## config.mk

```make
export PLATFORM = sky130hd
export DESIGN_NAME = vctrl_ptr_seq
export DESIGN_NICKNAME = d
export VERILOG_FILES = /design/src/rtl/vctrl_ptr_seq_pkg.sv /design/src/rtl/vctrl_valid_pipe.sv /design/src/rtl/vctrl_ptr_seq.sv
export SDC_FILE = /design/constraint.sdc
export NUM_CORES = 1
export LEC_CHECK = 0
export ABC_CLOCK_PERIOD_IN_PS = 3100
export CORE_AREA = 2 2 39 41
export CTS_BUF_LIST = sky130_fd_sc_hd__clkbuf_4 sky130_fd_sc_hd__clkbuf_8
export CTS_CLUSTER_SIZE = 14
export DETAILED_ROUTE_END_ITERATION = 8
export DIE_AREA = 0 0 41 43
export PLACE_DENSITY = 0.7
export REMOVE_ABC_BUFFERS = 1
export SLEW_MARGIN = 20
export SYNTH_ARGS = -nofsm -noshare
export SYNTH_HDL_FRONTEND = slang
export SYNTH_HIERARCHICAL = 1
export SYNTH_SLANG_ARGS = --single-unit
```

## constraint.sdc

```tcl
create_clock -name clk -period 3.1 [get_ports clk]
set_input_delay 0.465 -clock clk [delete_from_list [all_inputs] [get_ports clk]]
set_output_delay 0.465 -clock clk [all_outputs]
set_load 0.01 [all_outputs]
```

## src/rtl/vctrl_ptr_seq_pkg.sv

```systemverilog
// Shared constants and FSM state type for the vector-control pointer sequencer.
package vctrl_ptr_seq_pkg;

  localparam int unsigned VRowLoop = 4;
  localparam int unsigned VColLoop = 2;

  typedef enum logic [1:0] {
    IDLE  = 2'd0,
    RUN   = 2'd1,
    DRAIN = 2'd2
  } vseq_state_e;

endpackage

```

## src/rtl/vctrl_valid_pipe.sv

```systemverilog
// Width x Depth delay line with synchronous flush and async active-low reset.
module vctrl_valid_pipe #(
  parameter int unsigned Width = 1,
  parameter int unsigned Depth = 1
) (
  input  logic             clk,
  input  logic             rst_n,
  input  logic             flush_i,
  input  logic [Width-1:0] d_i,
  output logic [Width-1:0] q_o
);

  logic [Width-1:0] stage_q [Depth];

  always_ff @(posedge clk or negedge rst_n) begin
    if (!rst_n) begin
      for (int unsigned i = 0; i < Depth; i++) stage_q[i] <= '0;
    end else if (flush_i) begin
      for (int unsigned i = 0; i < Depth; i++) stage_q[i] <= '0;
    end else begin
      stage_q[0] <= d_i;
      for (int unsigned i = 1; i < Depth; i++) stage_q[i] <= stage_q[i-1];
    end
  end

  assign q_o = stage_q[Depth-1];

endmodule

```

## src/rtl/vctrl_ptr_seq.sv

```systemverilog
// Loop-pointer sequencer: walks (colPtr,rowPtr) row-innermost, one pair per
// cycle, with stall/abort and a read-latency tracker for completion.
module vctrl_ptr_seq
  import vctrl_ptr_seq_pkg::*;
#(
  parameter int unsigned VRowLoop = vctrl_ptr_seq_pkg::VRowLoop,
  parameter int unsigned VColLoop = vctrl_ptr_seq_pkg::VColLoop,
  parameter int unsigned ReadLat  = 2,
  localparam int unsigned RowW    = $clog2(VRowLoop),
  localparam int unsigned ColW    = $clog2(VColLoop)
) (
  input  logic            clk,
  input  logic            rst_n,
  input  logic            start,
  input  logic            abort,
  input  logic            stall,
  output logic [RowW-1:0] rowPtr,
  output logic [ColW-1:0] colPtr,
  output logic            ptrValid,
  output logic            ptrFire,
  output logic            ptrLast,
  output logic            rdValid,
  output logic            rdLast,
  output logic            busy,
  output logic            done
);

  localparam logic [RowW-1:0] RowMax = RowW'(VRowLoop - 1);
  localparam logic [ColW-1:0] ColMax = ColW'(VColLoop - 1);

  vseq_state_e     state_q, state_d;
  logic [RowW-1:0] row_q, row_d;
  logic [ColW-1:0] col_q, col_d;
  logic            fire_last;
  logic [1:0]      pipe_in, pipe_out;

  // State register
  always_ff @(posedge clk or negedge rst_n) begin
    if (!rst_n) state_q <= IDLE;
    else        state_q <= state_d;
  end

  // Next-state logic
  always_comb begin
    state_d = state_q;
    if (abort) begin
      state_d = IDLE;
    end else begin
      case (state_q)
        IDLE:    if (start)     state_d = RUN;
        RUN:     if (fire_last) state_d = DRAIN;
        DRAIN:   if (done)      state_d = IDLE;
        default:                state_d = IDLE;
      endcase
    end
  end

  // Output decode
  always_comb begin
    busy      = (state_q != IDLE);
    ptrValid  = (state_q == RUN);
    ptrLast   = ptrValid && (row_q == RowMax) && (col_q == ColMax);
    ptrFire   = ptrValid & ~stall;
    fire_last = ptrFire & ptrLast;
    rowPtr    = row_q;
    colPtr    = col_q;
    rdValid   = pipe_out[1];
    rdLast    = pipe_out[0];
    done      = rdValid & rdLast;
  end

  // Pointers return to (0,0) on the final fire so IDLE->RUN needs no reload.
  always_comb begin
    row_d = row_q;
    col_d = col_q;
    if (abort || fire_last) begin
      row_d = '0;
      col_d = '0;
    end else if (ptrFire) begin
      if (row_q == RowMax) begin
        row_d = '0;
        col_d = col_q + ColW'(1);
      end else begin
        row_d = row_q + RowW'(1);
      end
    end
  end

  always_ff @(posedge clk or negedge rst_n) begin
    if (!rst_n) begin
      row_q <= '0;
      col_q <= '0;
    end else begin
      row_q <= row_d;
      col_q <= col_d;
    end
  end

  assign pipe_in = {ptrFire, fire_last};

  vctrl_valid_pipe #(
    .Width(2),
    .Depth(ReadLat)
  ) u_rd_pipe (
    .clk    (clk),
    .rst_n  (rst_n),
    .flush_i(abort),
    .d_i    (pipe_in),
    .q_o    (pipe_out)
  );

endmodule

```

==> metrics list <==
- The flow ran to the end, and the final reports show no timing, DRC or antenna violations.
- Post-layout power: 250 uW
* Number of levels in the clock H-tree: 1
- After synthesis the netlist holds a flip-flop and latch count of 9.
- Clock tree from TritonCTS: built
- Once placement finished, the instance area stood at 561 um2.
- Setup total negative slack on the finished layout was measured at 0 ps.
- Kind of critical path: in2out
* Clock period minus final worst setup slack: 2320 ps
* Floorplan row count: 14
- Antenna violations before repair: 0
- Number of library cell types mapped by synthesis: 21
- Die ar.: 1760 um2
* DRT Wirelength: 845 um
* Number of clock buffers inserted by TritonCTS: 3
* Peak fanout along the critical path: 4
- Clock latency on the worst-skew pair: 260 ps
* Final HPWL DP: 660 um
- The number of hold buffers added after CTS was 0.
- Once the clock tree was built, the setup fixing pass inserted 0 buffers.
- After the first detailed-routing iteration, the DRC count stood at 2.
- The count of pins over their slew limit was 0.
- Counting the fill cells in the layout gives 144.
* Deepest clock path buffer count: 2
- Count of instances resized after the clock tree is built: 0
- Placer Congestion: 0.804
* Share of final-layout standard cells stronger than drive strength 1: 11.3%
- Sum of overflow across all layers after global routing: 0
* Floorplan die width: 41 um
* MaxCap Viol Count: 0
* GRT Resource Usage Total: 12.1%
- Routed vias: 332
- In the final routed layout, each cell accounts on average for 12.2 um.
- The count of nets left with antenna violations once routing finished came out at 0.
* Type of the tightest min-delay check: reg2reg
- Measured against its own limit, the worst slew margin works out to 72.8%.
- OpenSTA, run right after detailed placement, puts the worst setup slack at 772 ps.
* Placeable core area: 1380 um2
* VDD IR-drop max: 0.218 mV
* Achievable clock frequency: 0.430 GHz
* Die Ht: 43 um
- Boundary pin count: 15
* Proportion of synthesized chip area in sequential cells: 54.2%
* Slew at the pin closest to its max-slew limit: 407 ps
- Clock Skew: 2.69 ps
* Number of instances in the synthesized netlist: 37
* Most used routing layer: met2
* Global Route met3 Usage: 4.71%
- The number of global-route vias before repair came to 321.
- Dividing the detail-routed via count by the number of cells gives 4.81.
* Maximum number of pins on one net before global-route repair: 10
- Worst Setup Start Kind: input port
- The Yosys step of the flow raised 6 warnings.
- Dividing total power by cell area gives a power density of 423 nW/um2.
- Buffers placed on the I/O ports in this run total 14.
- After layout, the worst path uses 75.0% of the clock period.
- Setup repair after global routing left no endpoint under its margin.
- The total count of hold-check failures in the final report was 0.
- Setup violations remaining at the end of the flow were counted as 0.
- The final layout contains 60 nets.
- Post-layout util: 42.7%
* Buffer cell driving the clock tree root: sky130_fd_sc_hd__clkbuf_4
- The finished cells cover 591 um2.
- Endpoint arrival time on the critical path: 1860 ps
* DRC violations left: 0
- STA classifies the critical path endpoint as a primary output.
- Static Leak: 0.271 nW
- The cell area that synthesis handed to floorplanning was 415 um2.
* Met2 global-route usage: 17.8%
- Required @ worst endpoint: 2630 ps
* Clk slew on worst S/H paths: 60 ps
- Once the floorplan was initialized, standard cells occupied 30.0% of the core.
- The repair_antennas step left the layout with diodes totalling 0.
- The first global-routing pass estimated 1350 um of wire.
- Minimum setup slack in the final design: 775 ps
* Area delta synth->final: 42.2%
- Averaged over all synthesized cells, the footprint is 11.2 um2.
* GR met1 Demand/Resource: 13.7%
* Number of detailed-routing iterations run before antenna repair: 4
- The tree built by TritonCTS fans out to 9 sinks.
-- Yosys cell counts (all sizes together) --
cell,n,area share (%)
nor3b,2,4.8
nand2,1,0.90
nand2b,1,1.5
buf,2,3.6
nor3,1,2.4
mux2i,1,2.4
inv,1,0.90
o21ba,1,2.4
a21oi,1,1.2
xnor2,1,2.1
and4bb,1,3.0
dfrtp,9,54
o21ai,1,1.2
nor4,1,1.5
and2,1,1.5
nand3,1,1.2
or2,1,1.5
ha,1,3.0
nor2b,4,6.0
nor2,5,4.5
-- layer usage --
metal  wire length, um  part of all wire, %
met5                 0                    0
met4                 0                    0
met3                45                  5.3
met2               453                   54
met1               346                   41
-- cells in the final DEF (no fill, tap or decap) --
cell type | synthesis | layout
sky130_fd_sc_hd__o21ai_1 | 1 | 1
sky130_fd_sc_hd__nor3b_1 | 1 | 1
sky130_fd_sc_hd__nor2_1 | 5 | 5
sky130_fd_sc_hd__inv_1 | 1 | 1
sky130_fd_sc_hd__clkdlybuf4s50_1 | 0 | 14
sky130_fd_sc_hd__mux2i_1 | 1 | 1
sky130_fd_sc_hd__nand3_1 | 1 | 1
sky130_fd_sc_hd__nor4_1 | 1 | 1
sky130_fd_sc_hd__clkbuf_4 | 0 | 4
sky130_fd_sc_hd__nand2_1 | 1 | 1
sky130_fd_sc_hd__nor3_2 | 1 | 1
sky130_fd_sc_hd__nor2b_1 | 4 | 4
sky130_fd_sc_hd__xnor2_1 | 1 | 1
sky130_fd_sc_hd__and2_1 | 1 | 1
sky130_fd_sc_hd__ha_1 | 1 | 1
sky130_fd_sc_hd__nand2b_1 | 1 | 1
sky130_fd_sc_hd__o21ba_1 | 1 | 1
sky130_fd_sc_hd__a21oi_1 | 1 | 1
sky130_fd_sc_hd__nor3b_2 | 1 | 1
sky130_fd_sc_hd__dfrtp_1 | 9 | 9
sky130_fd_sc_hd__or2_1 | 1 | 1
sky130_fd_sc_hd__and4bb_1 | 1 | 1
-- worst paths after layout --
| check | to | slack [ps] | depth (start not counted) | startpoint |
|---|---|---|---|---|
| worst max-delay path | ptrFire | 780 | 3 | stall |
| worst min-delay path | u_rd_pipe/q_o[1] | 460 | 1 | u_rd_pipe/stage_q[3] |
| worst max register to register | state_q[0] | 1890 | 4 | rowPtr[0] |
| worst min register to register | u_rd_pipe/q_o[1] | 460 | 1 | u_rd_pipe/stage_q[3] |
| max in group asynchronous | state_q[0] | 2310 | 1 | rst_n |
| min in group asynchronous | u_rd_pipe/q_o[1] | 500 | 1 | rst_n |
-- final cells by class --
class                           instances  area (um2)  area share [%]
Clock buffer                            4        30.0            5.08
Inverter                                1        3.75           0.636
Multi-Input combinational cell         25         171            29.0
Sequential cell                         9         225            38.1
Tap cell                               16        20.0            3.39
Timing Repair Buffer                   14         140            23.7
-- registers in the layout, indices dropped and copies added, names as in the netlist --
name and flops:
colPtr 1, state_q 2, u_rd_pipe/q_o 2, rowPtr 2, u_rd_pipe/stage_q 2
-- power by group --
group	leakage [nW]	internal, mW	switching [mW]
logic	0.129	0.0152	0.0128
registers	0.123	0.120	0.00264
clock network	0.0184	0.0583	0.0404
total	0.271	0.194	0.0559
-- critical path, stage by stage --
cell	delay [ps]
sky130_fd_sc_hd__clkdlybuf4s50_1	480
sky130_fd_sc_hd__nor3b_2	320
sky130_fd_sc_hd__clkdlybuf4s50_1	600
-- stage by stage --
step | hold WS [ps] | std cells
floorplan | 169 | 35
CTS | 465 | 69
detailed placement | 450 | 65
global route | 488 | 69
global placement | 445 | 65
finish | 460 | 69
-- logic make-up after synthesis --
group | count (synthesis) | synth area share (%)
XOR/XNOR | 1 | 2.11
multiplexers | 1 | 2.41
flip-flops | 9 | 54.2
AND/OR/NAND/NOR | 19 | 28.9
AO/OA/AOI/OAI | 3 | 4.82
adder cells (fa/ha/maj) | 1 | 3.01
buffers and inverters | 3 | 4.52
Power figures use the tool's default switching activity.
==> RTL edit 1, RTL diff (same settings) <==
The parameter `ReadLat` goes from 2 to 4.
--- a/src/rtl/vctrl_ptr_seq.sv
+++ b/src/rtl/vctrl_ptr_seq.sv
@@ -6,5 +6,5 @@
   parameter int unsigned VRowLoop = vctrl_ptr_seq_pkg::VRowLoop,
   parameter int unsigned VColLoop = vctrl_ptr_seq_pkg::VColLoop,
-  parameter int unsigned ReadLat  = 2,
+  parameter int unsigned ReadLat  = 4,
   localparam int unsigned RowW    = $clog2(VRowLoop),
   localparam int unsigned ColW    = $clog2(VColLoop)
Formal check against the unedited RTL: not equivalent (a bounded check fails within 4 cycles, from zero or initial values and one cycle with rst_n low).
==> RTL edit 1 against the unedited design <==
  * Sequential cell count is 4 higher
  * Utilization is 9.0 points higher
  * Worst setup slack better by 0.012 ns
  * Combinational power is 2% higher
  * Cell area is 21% higher
  * Total power is 26% higher
  * Routed wire length is 6.4% higher
  * Area after synthesis is 30% higher
==> RTL edit 1: results (changes against the unedited design) <==
[routing]
drt-pass1-iter-count = 2  ; -2
routed_wl_um = 899  ; +6.4%
avgViaCountPerCell = 4.66  ; -3.1%
drt_iter0_markers = 1  ; -1

[setup_path]
arrival_ns = 1.85
rr_worst_depth = 3  ; -1
r2r_slack_ns = 1.91  ; +0.02 ns
cp_num_buf_inv = 2  ; unchanged
rr_startpoint = state_q[1]$_DFFE_PN0P_
r2r_end = u_rd_pipe/stage_q[6]$_DFF_PN0_
cp_slowest_cell = clkdlybuf4s50_1

[finish]
fin_nets = 68  ; +13%
fin_cells = 77  ; +12%
diodes = 0  ; unchanged
fill_cells = 130  ; -9.7%
largest_reg_flops = 6
drive_above_1_share_pct = 9.84  ; -1.5 points

[clocking]
postCtsSetupRepairBufs = 0  ; unchanged
cts-buffers-inserted = 3  ; unchanged
cts_root_buf = clkbuf_4
clk_pin_slew_ns = 0.07

[global_route]
grt_pass1_vias = 385  ; +20%
grt_util_met1_pct = 18.8  ; +5.1 points
track_usage_pct = 14.4  ; +2.3 points
grt_max_degree = 14  ; +4
grt_pass1_wl_um = 1630  ; +21%
met2_usage_pct = 20.3  ; +2.5 points
grt.overflow.total = 0  ; unchanged

[logic_synthesis]
yosysWarnings = 6  ; unchanged
synth_ff_type = dfrtp_1
syn-cell-area_um2 = 541  ; +30%
syn_area_per_cell_um2 = 12.0  ; +7.0%
async_flop_share_pct = 100  ; unchanged
yosys-top-cells-area = dfrtp_1 60%, nor2b_1 9.3%, nor2_1 3.5%
ys_seq_area_share_pct = 60.2  ; +6.0 points
yosys-top-cells-count = 13 x dfrtp_1, 8 x nor2b_1, 5 x nor2_1

[sta]
skew_ns = 0.00559  ; +0.00290 ns
slew_headroom_pct = 62.2  ; -11 points

[place]
dp_cells = 73  ; +12%
place_ws_ns = 0.788  ; +0.0151 ns
dpl.hpwl_um = 650  ; -1.6%
place.gp.congestion = 0.699  ; -13%

[pwr]
peakVddDrop_uv = 243  ; +12%
leakage_uw = 0.000336  ; +24%

[worst_hold_path]
min_from = u_rd_pipe/stage_q[4]$_DFF_PN0_
worstHoldEndpoint = u_rd_pipe/stage_q[2]$_DFF_PN0_

[run_status]
outcome = complete, no violations

[RTL edit 1: cells by family (layout without fill, tap and decap cells)]
kind of cell               count (synthesis)  after routing  share of synthesized area (%)
buffers and inverters                      3             19                           3.47
DFF                                       13             13                           60.2
muxes                                      1              1                           1.85
xor gates and xnor gates                   1              1                           1.62
and+or+nand+nor                           23             23                           26.9
AOI/OAI and AO/OA                          3              3                           3.70
adders and majority gates                  1              1                           2.31
[RTL edit 1: worst max path at each step]
stage | to | start | cells after the start | slack, ns
2_1_floorplan | ptrLast | rowPtr[0]$_DFFE_PN0P_ | 3 | 1.77
4_1_cts | ptrFire | stall | 3 | 0.78
3_3_place_gp | ptrFire | stall | 3 | 0.80
6_report | ptrFire | stall | 3 | 0.79
5_1_grt | ptrFire | stall | 3 | 0.70
3_5_place_dp | ptrFire | stall | 3 | 0.79
[RTL edit 1: cell type report]
class                      count  area [um2]  area share, %
timing repair buffer          14         140           19.6
sequential                    13         325           45.5
inverter                       1        3.75          0.524
multi-input combinational     29         196           27.4
tap                           16        20.0           2.80
clock buffer                   4        30.0           4.20
[RTL edit 1: where the power goes]
group / leakage (uW) / internal [uW] / switching, uW
Clock: 0.0000184 / 58.5 / 51.4
Sequential: 0.000179 / 172 / 2.61
Combinational: 0.000138 / 15.1 / 13.7
[RTL edit 1: metal layers]
layer,up-vias,wire length [um],part of all wire (%)
li1,178,-,-
met1,168,415,46
met2,11,440,49
met3,2,36,4.0
met4,0,6,0.67
met5,-,0,0
[RTL edit 1: through the flow]
stage               hold slack, ns  area [um2]
global route                 0.484         716
floorplan                    0.169         526
CTS                          0.467         716
finish                       0.465         716
global placement             0.443         686
detailed placement           0.449         686
==> RTL edit 2, RTL diff (same flow settings) <==
Made on the original files. Re-encode `vseq_state_e` (3 states) as one-hot, 3 bits wide.
--- a/src/rtl/vctrl_ptr_seq_pkg.sv
+++ b/src/rtl/vctrl_ptr_seq_pkg.sv
@@ -5,8 +5,8 @@
   localparam int unsigned VColLoop = 2;
 
-  typedef enum logic [1:0] {
-    IDLE  = 2'd0,
-    RUN   = 2'd1,
-    DRAIN = 2'd2
+  typedef enum logic [2:0] {
+    IDLE  = 3'b001,
+    RUN   = 3'b010,
+    DRAIN = 3'b100
   } vseq_state_e;
 
Formal check against the unedited RTL: no difference found for any inputs over 10 cycles, from zero or initial values and one cycle with rst_n low; not proved beyond that.
==> RTL edit 2 against the unedited design <==
  * Sequential power up 12%
  * Global-route usage is 0.28 points higher
  * Clock power grew 16%
  * Area after synthesis grew 22%
  * Cell area up 15%
  * Largest power group unchanged
  * Worst setup slack got worse by 0.15 ns
  * Clock skew shrank 0.0024 ns
  * Critical path depth did not move
  * Total power is 11% higher
  * Sequential cell count grew 1
  * Count of clock-buffer cells in the layout unchanged
  * Highest routed layer is now met4
  * Routed wire length decreased by 0.36%
==> RTL edit 2: results (changes against the unedited design) <==
[global_route]
track_usage_pct = 12.4  ; +0.28 points
met2_usage_pct = 18.1  ; +0.31 points
grt_pass1_vias = 340  ; +5.9%
grt_max_degree = 12  ; +2
grt_pass1_wl_um = 1440  ; +6.7%
grt_util_met1_pct = 16.4  ; +2.7 points
use_met3_pct = 1.57  ; -3.1 points

[logic_synthesis]
ys_seq_area_share_pct = 49.5  ; -4.7 points
yosys-top-cells-area = dfrtp_1 44%, dfstp_2 5.2%, nor2b_1 4.9%
synthCells = 47  ; +27%
yosys-top-cells-count = 9 x dfrtp_1, 5 x nor2_1, 4 x nor2b_1
ys_types = 26  ; +24%

[clocking]
clk_pin_slew_ns = 0.06  ; about the same
cts-buffers-inserted = 3  ; unchanged

[routing]
drt-met1-wl_um = 387  ; +12%
wl_met3_um = 44  ; -2.2%
routed_wl_um = 842  ; -0.36%
wl_met2_um = 397  ; -12%
top_layer_used = met4

[setup_path]
crit_path_max_incr_delay_ns = 0.62  ; +0.02 ns
cp_max_fo = 8  ; +4
arrival_ns = 2.01  ; +0.15 ns
rr_worst_depth = 3  ; -1

[place]
dpl.hpwl_um = 644  ; -2.5%
place.gp.congestion = 0.673  ; -16%
dp_cells = 74  ; +14%
place_ws_ns = 0.617  ; -0.155 ns

[finish]
drive_above_1_share_pct = 9.68  ; -1.6 points
fin_cells = 78  ; +13%
fin_nets = 69  ; +15%

[pwr]
leakage_uw = 0.000303  ; +12%
peakVddDrop_uv = 288  ; +32%

[sta]
slew_headroom_pct = 71.2  ; -1.5 points

[run_status]
outcome = complete, no violations

==> RTL edit 2: cells by family (layout without fill, tap and decap cells) <==
kind of cell	count (synthesis)	in the layout	synth area share (%)
AND/OR/NAND/NOR	23	23	29.8
flip-flops	10	10	49.5
AO/OA/AOI/OAI	8	8	10.3
buffers and inverters	4	19	5.91
adder cells (fa/ha/maj)	1	1	2.46
multiplexers	1	1	1.97
==> RTL edit 2: worst max-delay path: cells and delay by family <==
family | cells | cell delay, ns
buf+inv | 2 | 1.08
simple gates | 1 | 0.46
==> RTL edit 2: metrics by stage <==
stage / hold WS (ns) / power (uW) / area, um2
2_1_floorplan: 0.169 / 149 / 482
3_3_place_gp: 0.443 / 165 / 642
3_5_place_dp: 0.453 / 166 / 642
4_1_cts: 0.468 / 280 / 678
5_1_grt: 0.518 / 289 / 678
6_report: 0.467 / 277 / 678
==> RTL edit 2: path summary, 6_finish.rpt <==
path / end / slack (ns)
min reg2reg: u_rd_pipe/q_o[1]$_DFF_PN0_ / 0.47
min in group asynchronous: u_rd_pipe/stage_q[3]$_DFF_PN0_ / 0.50
max in group asynchronous: state_q[0]$_DFFE_PN1P_ / 2.28
min: u_rd_pipe/q_o[1]$_DFF_PN0_ / 0.47
max reg2reg: u_rd_pipe/stage_q[2]$_DFF_PN0_ / 1.77
max: ptrFire / 0.63
==> RTL edit 2: final cells by class <==
cell class | count | area (um2)
well taps | 16 | 20.0
flip-flops and latches | 10 | 251
repair buffers | 14 | 140
inverters | 1 | 3.75
multi-input cells | 33 | 226
fillers | 135 | 706
clock buffers | 4 | 36.3
==> RTL edit 2: where the power goes <==
part	internal [uW]	switching, uW
Clock	71.2	42.8
Combinational	14.5	10.5
Sequential	134	4.01
Total	219	57.4
